## src/rtl/game_pkg.sv

```systemverilog
// ============================================================================
// Module      : game_pkg
// Description : Shared screen geometry and bullet lifecycle state encoding.
// Revision    : 1.0 - initial release
// ============================================================================
`default_nettype none

package game_pkg;

    localparam int COORD_W  = 10;
    localparam int SCREEN_W = 640;
    localparam int SCREEN_H = 480;

    typedef enum logic [1:0] {
        IDLE = 2'd0,
        FLY  = 2'd1,
        COOL = 2'd2
    } bullet_state_t;

endpackage

`default_nettype wire

```

## src/rtl/rise_edge_det.sv

```systemverilog
// ============================================================================
// Module      : rise_edge_det
// Description : Single-cycle pulse on the rising edge of a synchronous level.
// Revision    : 1.0 - initial release
// ============================================================================
`default_nettype none

module rise_edge_det (
    input  logic clk,
    input  logic rst,
    input  logic in,
    output logic pulse
);

    logic in_q;
    logic in_d;

    always_comb begin
        in_d = in;
    end

    always_ff @(posedge clk or posedge rst) begin
        if (rst) begin
            in_q <= 1'b0;
        end else begin
            in_q <= in_d;
        end
    end

    assign pulse = in & ~in_q;

endmodule

`default_nettype wire

```

## src/rtl/player_bullet_ctrl.sv

```systemverilog
// ============================================================================
// Module      : player_bullet_ctrl
// Description : Launches, flies and retires the player's single bullet.
// Revision    : 1.0 - initial release
// ============================================================================
`default_nettype none

module player_bullet_ctrl
    import game_pkg::*;
#(
    parameter int unsigned SPEED    = 4,
    parameter int unsigned X_OFFSET = 20,
    parameter int unsigned SPAWN_DY = 10,
    parameter int unsigned COOLDOWN = 8
) (
    input  logic               clk,
    input  logic               rst,
    input  logic               move_tick,
    input  logic               fire,
    input  logic [COORD_W-1:0] p_x,
    input  logic [COORD_W-1:0] p_y,
    input  logic               hit,
    output logic [COORD_W-1:0] b_x,
    output logic [COORD_W-1:0] b_y,
    output logic               mybullet_en,
    output logic               busy,
    output logic [7:0]         shot_cnt
);

    localparam logic [COORD_W-1:0] c_speed    = SPEED[COORD_W-1:0];
    localparam logic [COORD_W-1:0] c_x_offset = X_OFFSET[COORD_W-1:0];
    localparam logic [COORD_W-1:0] c_spawn_dy = SPAWN_DY[COORD_W-1:0];
    localparam logic [7:0]         c_cooldown = COOLDOWN[7:0];

    bullet_state_t      state_q, state_d;
    logic [COORD_W-1:0] b_x_q, b_x_d;
    logic [COORD_W-1:0] b_y_q, b_y_d;
    logic               en_q, en_d;
    logic               busy_q, busy_d;
    logic [7:0]         shot_cnt_q, shot_cnt_d;
    logic [7:0]         cool_cnt_q, cool_cnt_d;
    logic               fire_rise;

    // Edge detection keeps a held button from auto-firing on return to IDLE.
    rise_edge_det u_fire_edge (
        .clk   (clk),
        .rst   (rst),
        .in    (fire),
        .pulse (fire_rise)
    );

    always_comb begin
        state_d    = state_q;
        b_x_d      = b_x_q;
        b_y_d      = b_y_q;
        en_d       = en_q;
        shot_cnt_d = shot_cnt_q;
        cool_cnt_d = cool_cnt_q;

        case (state_q)
            IDLE: begin
                if (fire_rise) begin
                    b_x_d      = p_x + c_x_offset;
                    b_y_d      = (p_y >= c_spawn_dy) ? (p_y - c_spawn_dy) : '0;
                    en_d       = 1'b1;
                    shot_cnt_d = shot_cnt_q + 8'd1;
                    state_d    = FLY;
                end
            end
            FLY: begin
                if (hit) begin
                    en_d       = 1'b0;
                    cool_cnt_d = 8'd0;
                    state_d    = COOL;
                end else if (move_tick) begin
                    if (b_y_q < c_speed) begin
                        en_d       = 1'b0;
                        cool_cnt_d = 8'd0;
                        state_d    = COOL;
                    end else begin
                        b_y_d = b_y_q - c_speed;
                    end
                end
            end
            COOL: begin
                if (cool_cnt_q == c_cooldown) begin
                    state_d = IDLE;
                end else if (move_tick) begin
                    cool_cnt_d = cool_cnt_q + 8'd1;
                end
            end
            default: begin
                state_d = IDLE;
                en_d    = 1'b0;
            end
        endcase

        busy_d = (state_d != IDLE);
    end

    always_ff @(posedge clk or posedge rst) begin
        if (rst) begin
            state_q    <= IDLE;
            b_x_q      <= '0;
            b_y_q      <= '0;
            en_q       <= 1'b0;
            busy_q     <= 1'b0;
            shot_cnt_q <= 8'd0;
            cool_cnt_q <= 8'd0;
        end else begin
            state_q    <= state_d;
            b_x_q      <= b_x_d;
            b_y_q      <= b_y_d;
            en_q       <= en_d;
            busy_q     <= busy_d;
            shot_cnt_q <= shot_cnt_d;
            cool_cnt_q <= cool_cnt_d;
        end
    end

    assign b_x         = b_x_q;
    assign b_y         = b_y_q;
    assign mybullet_en = en_q;
    assign busy        = busy_q;
    assign shot_cnt    = shot_cnt_q;

endmodule

`default_nettype wire

```

## config.mk

```make
export PLATFORM = sky130hd
export DESIGN_NAME = player_bullet_ctrl
export DESIGN_NICKNAME = d
export VERILOG_FILES = /design/src/rtl/game_pkg.sv /design/src/rtl/rise_edge_det.sv /design/src/rtl/player_bullet_ctrl.sv
export SDC_FILE = /design/constraint.sdc
export NUM_CORES = 1
export LEC_CHECK = 0
export BUFFER_PORTS_ARGS = -buffer_cell sky130_fd_sc_hd__buf_4
export CELL_PAD_IN_SITES_DETAIL_PLACEMENT = 1
export CELL_PAD_IN_SITES_GLOBAL_PLACEMENT = 2
export CORE_MARGIN = 3
export CORE_UTILIZATION = 36
export CTS_BUF_LIST = sky130_fd_sc_hd__clkbuf_2
export CTS_CLUSTER_DIAMETER = 120
export DETAILED_ROUTE_END_ITERATION = 16
export HOLD_SLACK_MARGIN = 0.05
export PLACE_DENSITY_LB_ADDON = 0.25
export RECOVER_POWER = 50
export SLEW_MARGIN = 20
export SYNTH_ARGS = -nofsm -noshare
export SYNTH_HDL_FRONTEND = slang
export SYNTH_SLANG_ARGS = --single-unit
```

## constraint.sdc

```tcl
create_clock -name clk -period 4.6 [get_ports clk]
set_input_delay 0.23 -clock clk [delete_from_list [all_inputs] [get_ports clk]]
set_output_delay 0.23 -clock clk [all_outputs]
set_load 0.02 [all_outputs]
```

# Yosys cells after proc, flatten, opt, wreduce, memory -nomap -nowiden
# Cells that the tools add are included.
totals:
  latch_bits: 0
  mem_bits_ro: 0
  mem_count: 0
  regBits: 41
  ram_bits: 0
  inputBits: 25
classes:
  magnitude_cmp: 2
  reduce_logical: 8
  n_mux: 23
  div_mod_pow: 0
  n_mul: 0
  shift: 0
  add_sub_neg: 5
  bitwise: 3
  eq_ne: 11
op_table:
  columns: ["operator", "n"]
  rows:
  - ["$mux 10", 5]
  - ["$mux 8", 5]
  - ["$pmux 10 s2", 1]
  - ["$add 8x1->8 const B", 2]
  - ["$pmux 8 s2", 1]
  - ["$ne 2x2->1 const B", 6]
  - ["$add 10x5->10 const B", 1]
  - ["$ge 10x4->1 const B", 1]
  - ["$lt 10x3->1 const B", 1]
  - ["$mux 2", 5]
  - ["$reduce_and 5->1", 2]
  - ["$sub 10x3->10 const B", 1]
  - ["$sub 10x4->10 const B", 1]
  - ["$eq 8x4->1 const B", 1]
  - ["$ne 3x3->1 const B", 2]
  - ["$pmux 2 s3", 1]
  - ["$reduce_bool 2->1", 3]
  - ["$mux 1", 4]
  - ["$reduce_and 4->1", 1]
  - ["$pmux 1 s3", 1]
  - ["$eq 2x1->1 const B", 1]
  - ["$eq 2x2->1 const B", 1]
  - ["$logic_not 2->1", 1]
  - ["$not 1->1", 2]
  - ["2 further kinds", 2]

# Logic depth before layout (Yosys ltp)
# Gate-level depths: netlist of the first run.
logic_depth:
  depth_word: 6
  depth_mapped: 7
  depth_no_buf: 6

# Cells and area by module
# Synthesis of the first run repeated with hierarchy kept, for this count alone.
unflattened:
  cells_unflattened: 252
  area_unflattened_um2: 2336.0
modules_own_cells:
  columns: ["mod", "seq_area_each_um2", "area_each_um2", "cells_each", "instances"]
  rows:
  - ["player_bullet_ctrl", 1001.0, 2293.4, 249, 1]
  - ["rise_edge_det", 25.0, 42.5, 3, 1]

# Worst setup path before layout of the first run
# OpenSTA, ideal clock, no wires.
synth_timing:
  kind: "register -> register"
  start: "reg b_y_q[2] (netlist: b_y[2])"
  end: "reg cool_cnt_q[7]"
  stages_incl_launch_ff: 7
  t_required_ns: 4.473
  setup_ns: 0.127
  setup_slack_ns: 2.438
  arrival_time_ns: 2.035
  cell_sequence: "dfrtp_1 -> inv_1 -> ha_1 -> nor3b_2 -> a311oi_1 -> or4_1 -> mux2i_1"
synth_via:
  elab_chain_cells: 3
synth_rtl:
  columns: ["element", "line", "rtl"]
  rows:
  - ["start, declared", "player_bullet_ctrl.sv:37", "logic [COORD_W-1:0] b_y_q, b_y_d;"]
  - ["start signal, assigned", "player_bullet_ctrl.sv:113", "b_y_q <= b_y_d;"]
  - ["$lt 10x3->1", "player_bullet_ctrl.sv:76", "if (b_y_q < c_speed) begin"]
  - ["$ne 3x3->1 (no source line)", null, null]
  - ["$reduce_and 5->1 (no source line)", null, null]
  - ["end signal, assigned", "player_bullet_ctrl.sv:117", "cool_cnt_q <= cool_cnt_d;"]
  - ["end, declared", "player_bullet_ctrl.sv:41", "logic [7:0] cool_cnt_q, cool_cnt_d;"]
# Every way passes these cells.
# A chain may end at the register's enable or synchronous reset.

# Worst setup path after layout of the first run
layout_timing:
  start: "reg state_q[0]"
  end: "reg cool_cnt_q[7]"
layout_via:
  elab_chain_cells: 3
  elab_cells_between_ends: 9
layout_rtl:
  columns: ["element", "line", "rtl"]
  rows:
  - ["start, declared", "player_bullet_ctrl.sv:35", "bullet_state_t state_q, state_d;"]
  - ["start signal, assigned", "player_bullet_ctrl.sv:111", "state_q <= state_d;"]
  - ["$eq 2x1->1 or $eq 2x2->1 (tied branches)", "player_bullet_ctrl.sv:60", "case (state_q)"]
  - ["$ne 3x3->1 (no source line), or another cell as far along", null, null]
  - ["$reduce_and 5->1 (no source line)", null, null]
# Several ways; a longest one is shown, not always the timed one.

==> results.md, run 1 <==
* Clock skew at 0.02699 ns
* Core Region at 6096 µm²
* Top cells by area, synth: dfrtp_1 (44%), o21ai_0 (5.4%), nand2_1 (5.1%)
* Hpwl dp at 4.399 mm
* Reg2Reg Setup Slack at 2.01 ns
* Asr flop ratio synth at 1.000
* Grt ovf at 0
* Yosys top cell by area: dfrtp_1
* Status: finished, violations left
* I/O pins at 55
* Synth cell types at 46
* Top_reg_cell synth: dfrtp_1
* RR Endpoint: cool_cnt_q[7]$_DFFE_PP0P_
* VDD IR-drop max at 0.2153 mV
* Worst slew pin tran at 2.322 ns
* FILL cells at around 730
* CP max stage delay at 1.00 ns
* Routed Antenna Nets at 0
* Critical Path Sink Type: flip-flop
* Initial antenna violation count at 0
* Multi-input logic area at 1212 µm²
* Synthesized area at 2338 µm²
* CP endpoint: cool_cnt_q[7]$_DFFE_PP0P_
* Synth Instances at 249
* Die footprint at 7499 µm²
* Max-slew violations at 42
* Tot GR Track Use at 0.1732
* CP Launch Type: flip-flop
* Syn_nets at 280
* Die width at 86.60 µm
* Hold WC Path Type: in2reg
* Clock-pin slew on the worst setup and hold paths at 0.25 ns
* Clk_lat worst skew at 0.43 ns
* Setup TNS at 0 ns
* LEAKAGE at 1.305 nW
* Number of global-route vias before repair at 2039
* Mean Syn Cell Area at 9.392 µm²
* Synth-to-layout area growth at 24.08%
* Number of setup violations in the final report at 0
* Ys Warns at 0
* Share of the synthesized area in the top cell type at 0.4387
* Rel. slew slack at -0.5479
* Synth cell count leaders: dfrtp_1 (41), nand2_1 (32), o21ai_0 (25), nor2_1 (13)
* Row cnt at 28
* CTS Sinks at 41
* CP max FO at 24
* Crit path launch: state_q[0]$_DFF_PP0_
* Max clock buf depth at 2
* Req. time, crit path at 4.98 ns
* Vias at 2112
* H-tree level count at 2
* ANT cells at 0
* Post-synthesis sequential area ratio at 0.4387
* Area post-placement at 2794 µm²
* Post-layout nets at 339
* WP data arrival at ~3.0 ns
* # DRC at 0
* Failing checks: capacitance limit, slew limit
* Total CTS buffers at 5
* Root buffer cell: clkbuf_2
* GP Congestion at 0.7920
* Initial cell density of the core at 0.3836
* Drt total wl at 6.280 mm
* Layout cells sized above 1 at 0.1780
* Reg2reg start: state_q[0]$_DFF_PP0_
* Post-cts repair resize count at 0
* DR WL/cell at between 15 and 20 µm
* Cell area after layout at 2902 µm²
* Pre-antenna DRT Iters at 4
* Max Cap Viol at 1
* Worst Reg-to-Reg Cells at 4
* PortBufs at 54
* CTS tree: yes
* Count leader, synth: dfrtp_1
* Initial drt markers at 104
* Crit share post-route at 0.5623
* Kind of critical path: reg2reg
* FF+latch area at 1026 µm²
* Yosys reg bits at 41
* Global-route wire length before repair at between 10 and 15 mm
* CP max-delay cell: a311oi_1
* Final Critical Period at 2.586 ns
* Drt via density at 5.500
* Largest net degree at the start of global routing at 42
* Final Hold Fails at 0
* RSZ-0062 raised after global routing: no
* F_max at between 300 and 400 MHz
* Cell area power density at 559.6 nW/µm²
* Number of synthesized flops with an enable pin at 0
* Worst path cell trace: nand2b_1 > a311oi_1 > or4_1 > mux2i_1
* Chip height at 86.60 µm
[state kept, by name (all words and copies together), names as in the netlist]
| name | cells |
|---|---|
| busy | 1 |
| shot_cnt | 8 |
| b_y | 10 |
| b_x | 10 |
| u_fire_edge.in_q | 1 |
| cool_cnt_q | 8 |
| mybullet_en | 1 |
| state_q | 2 |
[routing by layer]
| metal | global-route usage | vias up | part of all wire |
|---|---|---|---|
| li1 | - | 1026 | - |
| met1 | 0.2279 | 1037 | 0.45 |
| met2 | 0.2872 | 41 | 0.49 |
| met3 | 0.03517 | 8 | 0.040 |
| met4 | 0.05241 | 0 | 0.013 |
| met5 | 0 | - | 0 |
[through the flow]
step           hold slack (ns)  total power, mW  std cells  setup slack, ns    util
3_5_place_dp            0.3566            1.397        369            2.072  0.4583
5_1_grt                0.05241            1.748        384            1.657  0.4760
6_report               0.08567            1.624        384            2.014  0.4760
2_1_floorplan           0.2614            1.094        249            2.438       -
4_1_cts                0.06531            1.693        384            2.022  0.4852
3_3_place_gp            0.3557            1.384        369            2.073  0.4583
[cell families (layout without fill, tap and decap cells)]
| logic type | Yosys count | count (layout) | synth area share |
|---|---|---|---|
| XOR/XNOR | 18 | 18 | 0.06742 |
| buffers and inverters | 22 | 82 | 0.04547 |
| AND/OR/NAND/NOR | 100 | 100 | 0.2338 |
| flip-flops | 41 | 41 | 0.4387 |
| adder cells (fa/ha/maj) | 6 | 6 | 0.03210 |
| multiplexers | 7 | 7 | 0.02996 |
| AO/OA/AOI/OAI | 55 | 55 | 0.1525 |
[layout by cell type, fill, tap and decap left out, types with 5 or more instances in the layout]
cell	instances
dlygate4sd3_1	7
nor4_1	5
nand3_1	11
nand4_1	8
buf_4	39
nor2_1	13
mux2i_1	7
xnor2_1	10
o21bai_1	5
clkbuf_2	5
o21ai_0	25
xor2_1	8
inv_1	11
nor3_1	7
ha_1	6
clkbuf_1	15
nand2_1	32
dfrtp_1	41
a21oi_1	5
[power by group]
group	internal [mW]	total, mW	leakage (nW)	switching [mW]
Sequential	0.492	0.649	0.522	0.157
Clock	0.148	0.285	0.0536	0.136
Combinational	0.263	0.690	0.730	0.428
Total	0.903	1.62	1.31	0.721
[how the worst min path moves through the flow]
stage,startpoint,end,slack [ns],cells after the start
finish,p_x[9],b_x[9]$_DFFE_PP0P_,0.09,3
detailed placement,fire,u_fire_edge.in_q$_DFF_PP0_,0.36,1
global placement,fire,u_fire_edge.in_q$_DFF_PP0_,0.36,1
floorplan,fire,u_fire_edge.in_q$_DFF_PP0_,0.26,0
CTS,p_x[9],b_x[9]$_DFFE_PP0P_,0.07,3
global route,p_x[9],b_x[9]$_DFFE_PP0P_,0.05,3
[cell type report]
| class | count | share of cell area |
|---|---|---|
| sequential | 41 | 0.3536 |
| clock buffer | 5 | 0.008624 |
| tap | 75 | 0.03234 |
| multi-input combinational | 186 | 0.4179 |
| timing repair buffer | 63 | 0.1496 |
| clock inverter | 3 | 0.02372 |
| inverter | 11 | 0.01423 |
[timing repair]
| item | in CTS | in global routing |
|---|---|---|
| hold buffers | 7 | 0 |
| setup endpoints to repair | 0 | 0 |
| hold endpoints to repair | 47 | 0 |
| buffers inserted | 0 | 0 |
[worst max-delay path, delay by kind of cell (launching register included)]
kind            cells  cell delay (ns)
compound gates      1             1.00
mux                 1             0.17
flops               1             0.60
simple gates        2             0.78
Power figures use the tool's default switching activity.
==> inputs of run 2 (changes only) <==
Settings changed: ABC_AREA set to 1, CORE_UTILIZATION 36 to 28.
Clock period 4.6 ns to 2.3 ns, I/O delays scaled along.
==> run 2 against run 1 <==
  * The flow now finishes without violations
  * Core utilization shrank 9.3 points
  * Worst hold slack gained 0.033 ns
  * Global-route usage shrank 2.1 points
  * Largest cell class unchanged
==> results.md, run 2 <==
* CTS tree: yes
* Worst slew pin tran at 1.091 ns
* Status: finished clean
* Max Cap Viol at 0
* Post-synthesis sequential area ratio at 0.4116
* Initial drt markers at 49
* Routed Antenna Nets at 0
* Req. time, crit path at 2.73 ns
* Most frequent cells in the layout: nand2_1 (116), nor2_1 (42), dfrtp_1 (41), buf_4 (39), inv_1 (38)
* Most common cell after layout, fill and taps aside: nand2_1
* Kind of critical path: reg2reg
* Critical Path Sink Type: flip-flop
* Initial cell density of the core at 0.2959
* # DRC at 0
* Root buffer cell: clkbuf_2
* WP data arrival at 2.52 ns
* Number of synthesized flops with an enable pin at 0
* # hold bufs at CTS at 23
* Final Hold Fails at 0
* Number of setup violations in the final report at 0
* Asr flop ratio synth at 1.000
* Mean Syn Cell Area at 7.309 µm²
* I/O pins at 55
* Yosys reg bits at 41
* Met1 usage at 0.1949
* FILL cells at 1078
* Setup TNS at 0 ns
* Top_reg_cell synth: dfrtp_1
* Post-layout nets at 453
* DR WL/cell at 13.30 µm
* Synth cell types at 28
* Share of the synthesized area in the top cell type at 0.4116
* Tot GR Track Use at 0.1527
* H-tree level count at 2
* Vias at 2398
* Yosys top cell by area: dfrtp_1
* Post-CTS setup buffers at 0
* Pre-CTS setup slack at 0.5818 ns
* Synth-to-layout area growth at 29.57%
* CP Launch Type: flip-flop
* Chip height at 100.3 µm
* Max-slew violations at 0
* Number of global-route vias before repair at approximately 2600
* Hold WC Path Type: in2reg
* Largest net degree at the start of global routing at 42
* Top cells by area, synth: dfrtp_1 (41%), nand2_1 (17%), nor2_1 (6.3%)
* Die width at 100.3 µm
* Global-route wire length before repair at 12.31 mm
* RSZ-0062 raised after global routing: no
* GP Congestion at 0.7487
* CP max stage delay at 0.57 ns
* Syn_nets at 372
* Worst path cell trace: inv_1 > nand3_2 > inv_1 > nand3_1 > dlygate4sd3_1 > nand2_1
* Synth cell count leaders: nand2_1 (116), nor2_1 (42), dfrtp_1 (41), inv_1 (38), nand3_1 (26)
* Core Region at roughly 8400 µm²
* VDD IR-drop max at 0.4390 mV
* GRT busiest layer: met2
* Layout cells sized above 1 at 0.1655
* Die footprint at 10070 µm²
* Cell area power density at 972.3 nW/µm²
* Crit share post-route at 0.9103
* Max clock buf depth at 2
* Total CTS buffers at 5
* Initial antenna violation count at 0
* Synth Instances at 341
* Rel. slew slack at 0.2729
* Drt total wl at 7.024 mm
* Hpwl dp at 5.280 mm
* GR Util met2 at 0.2523
* Count leader, synth: nand2_1
* LEAKAGE at 1.663 nW
* Clk_lat worst skew at 0.45 ns
* Finished Layout Cells at 528
* Drt via density at around 4.5
* F_max at roughly 480 MHz
* PortBufs at 54
* Synthesized area at about 2500 µm²
* CTS Sinks at between 40 and 50
* Grt ovf at 0
* DP Cell Count at between 400 and 500
* ANT cells at 0
* CP max FO at 15
* CP max-delay cell: dlygate4sd3_1
* Final Critical Period at 2.094 ns
* Cell repeated most along the worst path: inv_1
* Setup ws final at 0.2063 ns
* Pre-antenna DRT Iters at 4
* M3 GR Usage at 0.04031
* Ys Warns at 0
* Clock skew at 0.02004 ns
* Row cnt at 33
* Post-cts repair resize count at 0
* Clock-pin slew on the worst setup and hold paths at 0.27 ns
run 2: power breakdown:
group,switching (mW),total (mW),internal (mW)
sequential,0.239,1.21,0.968
combinational,0.998,1.54,0.537
clock,0.304,0.397,0.0923
total,1.54,3.14,1.60
run 2: metrics by stage:
step / total power, mW / util / cell area, µm² / hold slack, ns
after floorplan: 2.223 / - / 2492 / 0.1464
after global placement: 2.830 / 0.3567 / 3004 / 0.2361
after detailed placement: 2.866 / 0.3567 / 3004 / 0.2420
after CTS: 3.324 / 0.3904 / 3288 / 0.06499
after global routing: 3.462 / 0.3834 / 3229 / 0.1164
final: 3.140 / 0.3834 / 3229 / 0.1182
run 2: critical path, delay by kind of cell (launching register included):
| family | cells | cell delay [ns] |
|---|---|---|
| and+or+nand+nor | 3 | 0.49 |
| buffers and inverters | 3 | 1.13 |
| DFF | 1 | 0.44 |
run 2: cell type report:
type	instances	area, µm²	area share
clock inverters	3	28.78	0.008911
inverters	40	152.6	0.04727
multi-input cells	255	1274	0.3944
clock buffers	5	25.02	0.007749
flip-flops and latches	41	1026	0.3177
well taps	105	131.4	0.04068
repair buffers	79	591.8	0.1833
run 2: worst paths after layout:
kind / end / slack (ns) / cells past startpoint / startpoint
worst max-delay path: b_x[9]$_DFFE_PP0P_ / 0.21 / 6 / state_q[1]$_DFF_PP0_
worst min-delay path: b_y[9]$_DFFE_PP0P_ / 0.12 / 6 / p_y[9]
worst max register to register: b_x[9]$_DFFE_PP0P_ / 0.21 / 6 / state_q[1]$_DFF_PP0_
worst min register to register: mybullet_en$_DFFE_PP0P_ / 0.52 / 2 / mybullet_en$_DFFE_PP0P_
max in group asynchronous: b_y[2]$_DFFE_PP0P_ / 1.10 / 4 / rst
min in group asynchronous: busy$_DFF_PP0_ / 0.54 / 4 / rst
run 2: metal layers:
layer / share of wire / up-vias
li1: - / 1226
met1: 0.46 / 1127
met2: 0.48 / 38
met3: 0.046 / 7
met4: 0.014 / 0
met5: 0 / -
run 2: cell families (layout without fill, tap and decap cells):
family | Yosys count | after routing | synth area share
flops | 41 | 41 | 0.4116
compound gates | 26 | 26 | 0.06627
fa+ha+maj | 6 | 6 | 0.03012
buf+inv | 45 | 127 | 0.07731
xor+xnor | 17 | 17 | 0.05974
simple gates | 206 | 206 | 0.3549
